## config.mk

```make
export PLATFORM = sky130hd
export DESIGN_NAME = address_sequencer
export DESIGN_NICKNAME = d
export VERILOG_FILES = /design/src/rtl/address_sequencer.sv
export SDC_FILE = /design/constraint.sdc
export NUM_CORES = 1
export LEC_CHECK = 0
export ABC_AREA = 1
export CAP_MARGIN = 20
export CORE_ASPECT_RATIO = 0.8
export CORE_MARGIN = 1.5
export CORE_UTILIZATION = 46
export CTS_BUF_LIST = sky130_fd_sc_hd__clkbuf_16
export DETAILED_ROUTE_END_ITERATION = 10
export PLACE_DENSITY = 0.83
export SYNTH_ARGS = -nofsm -noshare
export SYNTH_HDL_FRONTEND = slang
export SYNTH_SLANG_ARGS = --single-unit
```

## constraint.sdc

```tcl
create_clock -name clk -period 2.4 [get_ports clk]
set_input_delay 0.24 -clock clk [delete_from_list [all_inputs] [get_ports clk]]
set_output_delay 0.24 -clock clk [all_outputs]
set_load 0.005 [all_outputs]
```

## src/rtl/address_sequencer.sv

```systemverilog
// address_sequencer: registered memory-address source for the cpu32e controller.
// Picks PC / A+B / RFA for single accesses and walks STRIDE-spaced burst beats
// under a valid/ack handshake. Supports stall (enable), exception abort and
// fetch suppression.
module address_sequencer #(
  parameter  int ADDR_W    = 32,
  parameter  int BEATS_MAX = 8,
  parameter  int STRIDE    = 4,
  localparam int BEAT_W    = $clog2(BEATS_MAX + 1)
) (
  input  logic              clk,
  input  logic              reset,
  input  logic              enable,
  input  logic              fetch_req,
  input  logic              mem_req,
  input  logic [1:0]        mem_mode,
  input  logic [BEAT_W-1:0] beat_count,
  input  logic [ADDR_W-1:0] pc_value,
  input  logic [ADDR_W-1:0] aplusb_value,
  input  logic [ADDR_W-1:0] rfa_value,
  input  logic              exception_pending,
  input  logic              interrupt_pending,
  input  logic              bus_ack,
  output logic [2:0]        addr_sel,
  output logic [ADDR_W-1:0] addr_out,
  output logic              addr_valid,
  output logic [BEAT_W-1:0] beat_index,
  output logic              busy,
  output logic              done,
  output logic              aborted
);

  localparam logic [1:0] S_IDLE   = 2'd0;
  localparam logic [1:0] S_SINGLE = 2'd1;
  localparam logic [1:0] S_BURST  = 2'd2;

  localparam logic [2:0] SEL_NOP = 3'd0;
  localparam logic [2:0] SEL_PC  = 3'd1;
  localparam logic [2:0] SEL_AB  = 3'd2;
  localparam logic [2:0] SEL_RFA = 3'd3;
  localparam logic [2:0] SEL_SEQ = 3'd4;

  localparam logic [BEAT_W-1:0] MAXB = BEAT_W'(BEATS_MAX);
  localparam logic [BEAT_W-1:0] ONE  = BEAT_W'(1);
  localparam logic [ADDR_W-1:0] STEP = ADDR_W'(STRIDE);

  logic [1:0]        state;
  logic [BEAT_W-1:0] len;
  logic [BEAT_W-1:0] len_clamp;
  logic              last_beat;

  // Burst length clamped to 1..BEATS_MAX; a zero request still moves one beat.
  always_comb begin
    len_clamp = beat_count;
    if (beat_count == '0)       len_clamp = ONE;
    else if (beat_count > MAXB) len_clamp = MAXB;
  end

  assign last_beat = (beat_index == len - ONE);

  // Sequencer FSM; every output is a register so the bus mux sees clean timing.
  always_ff @(posedge clk or posedge reset) begin
    if (reset) begin
      state      <= S_IDLE;
      len        <= ONE;
      addr_sel   <= SEL_NOP;
      addr_out   <= '0;
      addr_valid <= 1'b0;
      beat_index <= '0;
      busy       <= 1'b0;
      done       <= 1'b0;
      aborted    <= 1'b0;
    end else if (enable) begin
      case (state)
        S_IDLE: begin
          done     <= 1'b0;
          aborted  <= 1'b0;
          addr_sel <= SEL_NOP;
          // mode 00 is no request at all, so a concurrent fetch may still go
          if (mem_req && mem_mode != 2'b00) begin
            addr_valid <= 1'b1;
            beat_index <= '0;
            busy       <= 1'b1;
            case (mem_mode)
              2'b01: begin
                state    <= S_SINGLE;
                addr_sel <= SEL_AB;
                addr_out <= aplusb_value;
              end
              2'b10: begin
                state    <= S_SINGLE;
                addr_sel <= SEL_RFA;
                addr_out <= rfa_value;
              end
              default: begin
                state    <= S_BURST;
                addr_sel <= SEL_AB;
                addr_out <= aplusb_value;
                len      <= len_clamp;
              end
            endcase
          end else if (fetch_req && !exception_pending && !interrupt_pending) begin
            state      <= S_SINGLE;
            addr_sel   <= SEL_PC;
            addr_out   <= pc_value;
            addr_valid <= 1'b1;
            beat_index <= '0;
            busy       <= 1'b1;
          end
        end
        S_SINGLE: begin
          // an issued single access always runs to completion
          if (bus_ack) begin
            state      <= S_IDLE;
            done       <= 1'b1;
            addr_valid <= 1'b0;
            addr_sel   <= SEL_NOP;
            busy       <= 1'b0;
          end
        end
        S_BURST: begin
          if (bus_ack) begin
            if (last_beat) begin
              state      <= S_IDLE;
              done       <= 1'b1;
              addr_valid <= 1'b0;
              addr_sel   <= SEL_NOP;
              busy       <= 1'b0;
            end else begin
              addr_out   <= addr_out + STEP;
              beat_index <= beat_index + ONE;
              addr_sel   <= SEL_SEQ;
            end
          end else if (exception_pending) begin
            // beat not taken: drop it and report the abort
            state      <= S_IDLE;
            done       <= 1'b1;
            aborted    <= 1'b1;
            addr_valid <= 1'b0;
            addr_sel   <= SEL_NOP;
            busy       <= 1'b0;
          end
        end
        default: state <= S_IDLE;
      endcase
    end
  end

endmodule

```

After elaboration in Yosys (flattened, before gate mapping):

Index checks and enable logic that the tools add are counted.

* add/subtract/negate cells: 3
* order comparisons: 1
* equality and inequality tests: 13
* multiplexer cells: 43
* bitwise logic cells: 1
* reduce and logical (&&, ||, !) cells: 18

Operators by type and width (number)
* $mux 32: 5
* $pmux 32 s2: 1
* $add 32x3->32 const B: 1
* $mux 4: 6
* $mux 3: 5
* $reduce_and 5->1: 3
* $mux 2: 7
* $mux 1: 13
* $reduce_and 4->1: 3
* $ne 2x2->1 const B: 5
* $ne 3x3->1 const B: 3
* $pmux 3 s3: 1
* $pmux 4 s2: 1
* $pmux 1 s3: 2
* $pmux 2 s3: 1
* $reduce_and 6->1: 1
* $add 4x1->4 const B: 1
* $eq 2x1->1 const B: 2
* $eq 2x2->1 const B: 2
* $eq 4x4->1: 1
* $gt 4x4->1 const B: 1
* $logic_not 4->1: 1
* $reduce_bool 2->1: 2
* $sub 4x1->4 const B: 1
* other kinds (7): 10

* register bits: 48
* bits of input ports: 110
* output and inout bits: 43
* word-level logic and storage cells: 87

Depth between registers and ports, before layout:

Gate-level depths: netlist of the first run.

* word-level depth: 6
* gate-level depth with buffers: 13
* depth with buffers taken out: 12

Worst setup path before layout of the first run:

OpenSTA, ideal clock, no wires.

* path type: flip-flop to flip-flop
* from: register len[0]
* to: register addr_out[7]
* setup time: 0.117 ns
* data arrival time: 1.638 ns
* setup slack: 0.645 ns
* stages on the path, launching flop included: 13
* path buffers: 1
* clock period less this slack: 1.755 ns
* cell sequence: dfstp_2 > inv_1 > ha_1 > inv_1 > nand2_1 > nand2_1 > nor2_1 > nand4_2 > nand3_2 > nor2_4 > buf_6 > nand2_1 > nand2_1

* cells in the longest elaborated chain, start to end: 4

Ends and longest elaborated chain
* start: declaration: line 48 `logic [BEAT_W-1:0] len;`
* start signal: assignment: line 99 `len <= len_clamp;`
* $sub 4x1->4: line 59 `assign last_beat = (beat_index == len - ONE);`
* $eq 4x4->1: line 59
* $ne 2x2->1 (no source line)
* $reduce_and 5->1 (no source line)
* end signal: assignment: line 88 `addr_out <= aplusb_value;`
* end signal: assignment: line 93 `addr_out <= rfa_value;`
* end signal: assignment: line 98 `addr_out <= aplusb_value;`
* end: declaration: line 25 `output logic [ADDR_W-1:0] addr_out,`

Every way passes these cells.
A chain may end at the register's enable or synchronous reset.

Worst setup path in the final report of the first run:

* from: register len[0]
* to: register addr_out[4]

Same word-level chain as after synthesis.

==> reports/metrics.sh, run 1 <==
TOP_LEVEL_PORTS=153
DIE-AREA_SQ_MM=0.00957
FIN_SETUP_TNS_PS=0
SYN-NUM-NETS=810
YOSYS.AREA.TOP_TYPE_SHARE_PCT=29.5
CLK_PATH_BUF_DEPTH=2
OUTCOME='complete, no violations'
DIODES=0
SETUP_VIOLATIONS=0
CTS.CLK_SLEW.WORST_PATHS_PS=70
FIRST_PASS_ITERS=6
POSTSYNTHREGISTERBITS=48
POST_SYNTH_INST_COUNT=691
MAX-SLEW-MARGIN-REL_PCT=48.5
PLACEMENT_ROWS=30
TIMING.FINAL.MAX_SLEW_VIOLATIONS=0
GRT-BUSIEST-LAYER='met2'
DR.FIRST_ITER.DRC_COUNT=487
PART_OF_THE_YOSYS_AREA_USED_FOR_SEQUENTIAL_ELEMENTS_PCT=29.1
CLOCK_SINK_COUNT=48
LAYOUT_MIN_CYCLE_TIME_PS=2220
NUM-NETS-FINAL=953
CTS-ROOT-BUF='sky130_fd_sc_hd__clkbuf_16'
GRT.MET1_USAGE_PCT=45.9
NUMPLACEDINSTANCES=939
GRT_MET3_USE_PCT=7.44
PWR_DENSITY_CELL_mW_PER_MM2=864
CP-START-KIND='flip-flop'
STDCELL_COUNT=947
SYNTHTOLAYOUTAREAGROWTH_PCT=42.2
FIRST_PASS_GRT_WIRE_LENGTH_MICRONS=23900
RSZ0062_AT_GRT='no'
DETAIL_ROUTE.DRC_VIOLATIONS=0
IR_DROP_V=0.000556
CRITPATHREQUIREDTIME_PS=2630
GRT.TOTAL_USAGE_PCT=32.2
FINAL.FILL_COUNT=774
PLACE.GP.CONGESTION=0.914
SYNTH_AREA_PER_CELL_SQ_UM=5.98
DP.FINAL_HPWL_MICRONS=11500
MAXCLOCKFREQUENCY_MHz=451
PORT_BUFFERS=152
P_TOTAL_mW=5.07
FLOORPLAN.CORE_AREA_SQ_MM=0.00860
SYNTH_LARGEST_AREA_CELL='sky130_fd_sc_hd__nand2_1'
TIMING_WORST_SETUP_PATH_TYPE='reg2reg'
POST-CTS-SETUP-BUFFERS=0
GRT-OVFL-TOTAL=0
ROUTE.DETAILED.WL_PER_INST_MICRONS=15.4
EFFECTIVE_UTILIZATION_AT_FLOORPLAN_PCT=48.1
SYNTHESIS.AREA_SQ_MM=0.00413
CHIPHEIGHT_MICRONS=87.8
MOSTFREQUENTLAYOUTCELLS='sky130_fd_sc_hd__nand2_1, sky130_fd_sc_hd__clkdlybuf4s50_1, sky130_fd_sc_hd__nor2_1'
WORSTPATHARRIVAL_PS=2450
HP-CLASS='in2async'
SYNTH_ASYNC_SR_FLOP_SHARE_PCT=100
WL_MICRONS=14500
FINAL_MIN_PERIOD_OVER_CLOCK_PERIOD_PCT=92.4
MAX_CAP_VIOL_COUNT=0
GLOBAL_ROUTE.USAGE.MET2_PCT=49.5
QUANTITY_OF_HOLD_FIXING_BUFFERS_ADDED_AFTER_CTS=0
VIAS_PER_CELL=5.33
LAYOUT.CELLS.MOST_COMMON='sky130_fd_sc_hd__nand2_1'
PIN_COUNT_OF_THE_BIGGEST_NET_ENTERING_GLOBAL_ROUTING=35
FINAL_LAYOUT_SIZE_SUFFIX_GT1_SHARE_PCT=5.03
SYNTHTOPCELLSBYAREA='sky130_fd_sc_hd__nand2_1, sky130_fd_sc_hd__dfrtp_1, sky130_fd_sc_hd__nor2_1, sky130_fd_sc_hd__o21ai_0, sky130_fd_sc_hd__inv_1'
TYPE_OF_DESTINATION_OF_THE_CRITICAL_PATH='flip-flop'
ANT_NETS=0
NUMBER_OF_ANTENNA_VIOLATIONS_AT_THE_FIRST_CHECK_IN_GLOBAL_ROUTING=0
YOSYSWARNINGS=0
EDFF_COUNT_SYNTH=0
TIMING_HOLD_VIOLATIONS_FINAL=0
SYNTH_TOP_FLOP_CELL='sky130_fd_sc_hd__dfrtp_1'
CRITICAL_PATH_PEAK_FANOUT=34
HTREE_NUM_LEVELS=2
TIMING_WORST_SLEW_PIN_VALUE_PS=771
FIRST_GLOBAL_VIAS=4869
NUMCTSBUFFERS=5
CTS_TREE='yes'
FINCLKSKEW_PS=9.37
POWER.STATIC_LEAKAGE_nW=2.73
SYNTHDISTINCTLIBCELLS=34
CTS.REPAIR.RESIZED=0
DIE_W_MICRONS=109
INSERTION_DELAY_PS=300
ROUTED-VIA-COUNT=5047
flip-flops by register name (all words and copies together), names as in the netlist:
register and cells:
aborted 1, len 4, addr_out 32, state 2
done 1, addr_sel 3, busy 1, beat_index 4
where the power goes:
part	total, mW	switching, mW	internal [mW]
sequential	1.67	0.505	1.16
clock	0.710	0.325	0.385
combinational	2.70	1.39	1.30
total	5.07	2.22	2.85
worst max-delay path: stages (launching register included):
cell and delay (ps):
sky130_fd_sc_hd__dfstp_2 540, sky130_fd_sc_hd__inv_1 80, sky130_fd_sc_hd__ha_1 300, sky130_fd_sc_hd__inv_1 50
sky130_fd_sc_hd__nand2_1 60, sky130_fd_sc_hd__nand2_1 60, sky130_fd_sc_hd__nor2_1 170, sky130_fd_sc_hd__nand4_2 210
sky130_fd_sc_hd__nand4_2 120, sky130_fd_sc_hd__buf_4 350, sky130_fd_sc_hd__nand2_1 100, sky130_fd_sc_hd__nand2_1 90
kinds of logic (layout without fill, tap and decap cells):
logic type	after synthesis	in the layout	share of synthesized area, %
and+or+nand+nor	462	462	46.0
AOI/OAI and AO/OA	92	92	12.0
buffers and inverters	69	213	7.81
DFF	48	48	29.1
xor gates and xnor gates	11	11	2.33
adders and majority gates	9	9	2.72
stage by stage:
| stage | instance area [sq um] | hold WS (ps) | util, % | setup WS, ps |
|---|---|---|---|---|
| finish | 5880 | 411 | 68.4 | 182 |
| floorplan | 4130 | 348 | - | 645 |
| detailed placement | 5730 | 469 | 66.7 | 104 |
| global route | 5880 | 474 | 68.4 | 30.2 |
| global placement | 5730 | 462 | 66.7 | 199 |
| CTS | 5880 | 439 | 68.4 | 200 |
synthesized netlist by cell type, types with 2 or more instances:
master	instances
sky130_fd_sc_hd__o21ai_1	6
sky130_fd_sc_hd__nor2_1	80
sky130_fd_sc_hd__o211ai_1	3
sky130_fd_sc_hd__dfrtp_1	47
sky130_fd_sc_hd__buf_2	9
sky130_fd_sc_hd__buf_4	2
sky130_fd_sc_hd__buf_1	2
sky130_fd_sc_hd__o2bb2ai_1	4
sky130_fd_sc_hd__nand2_1	325
sky130_fd_sc_hd__nor2_4	4
sky130_fd_sc_hd__buf_6	6
sky130_fd_sc_hd__a31oi_1	3
sky130_fd_sc_hd__xor2_1	7
sky130_fd_sc_hd__or2_2	3
sky130_fd_sc_hd__nor2_2	4
sky130_fd_sc_hd__nand4_2	2
sky130_fd_sc_hd__inv_2	2
sky130_fd_sc_hd__inv_1	38
sky130_fd_sc_hd__nand4_1	4
sky130_fd_sc_hd__o22ai_1	3
sky130_fd_sc_hd__ha_1	9
sky130_fd_sc_hd__a21oi_1	11
sky130_fd_sc_hd__nand3b_1	13
sky130_fd_sc_hd__nand2_2	3
sky130_fd_sc_hd__o21ai_0	59
sky130_fd_sc_hd__nand3_1	22
sky130_fd_sc_hd__xnor2_1	4
sky130_fd_sc_hd__clkbuf_1	10
path summary, 6_finish.rpt:
| path | startpoint | endpoint | slack (ps) | cells after the start |
|---|---|---|---|---|
| worst max-delay path | len[0] | addr_out[4] | 180 | 11 |
| worst min-delay path | reset | addr_out[11] | 410 | 2 |
| worst max register to register | len[0] | addr_out[4] | 180 | 11 |
| worst min register to register | addr_out[1] | addr_out[1] | 480 | 2 |
| max in group asynchronous | reset | done | 1300 | 3 |
| min in group clk | addr_out[1] | addr_out[1] | 480 | 2 |
layout make-up:
| cell class | instances | area [sq um] | share of cell area [%] |
|---|---|---|---|
| sequential | 48 | 1200 | 20.5 |
| tap | 112 | 140 | 2.38 |
| multi-input combinational | 574 | 2610 | 44.4 |
| timing repair buffer | 165 | 1630 | 27.8 |
| clock inverter | 3 | 18.8 | 0.319 |
| inverter | 40 | 150 | 2.56 |
| clock buffer | 5 | 125 | 2.13 |
per-layer routing:
metal  wire length, microns  share of wire [%]
met1                   6620                 46
met4                    140               0.96
met3                   1510                 10
met2                   6270                 43
met5                      0                  0
Note: power is estimated with default switching activity, not from simulation.
==> run 2, diff against run 1 <==
--- a/config.mk
+++ b/config.mk
@@ -12,6 +12,7 @@
 export CORE_UTILIZATION = 46
 export CTS_BUF_LIST = sky130_fd_sc_hd__clkbuf_16
 export DETAILED_ROUTE_END_ITERATION = 10
+export HOLD_SLACK_MARGIN = 0.12
 export PLACE_DENSITY = 0.83
 export SYNTH_ARGS = -nofsm -noshare
 export SYNTH_HDL_FRONTEND = slang
==> results of run 2 <==
Final layout, timing and power as in run 1 (identical DEF).
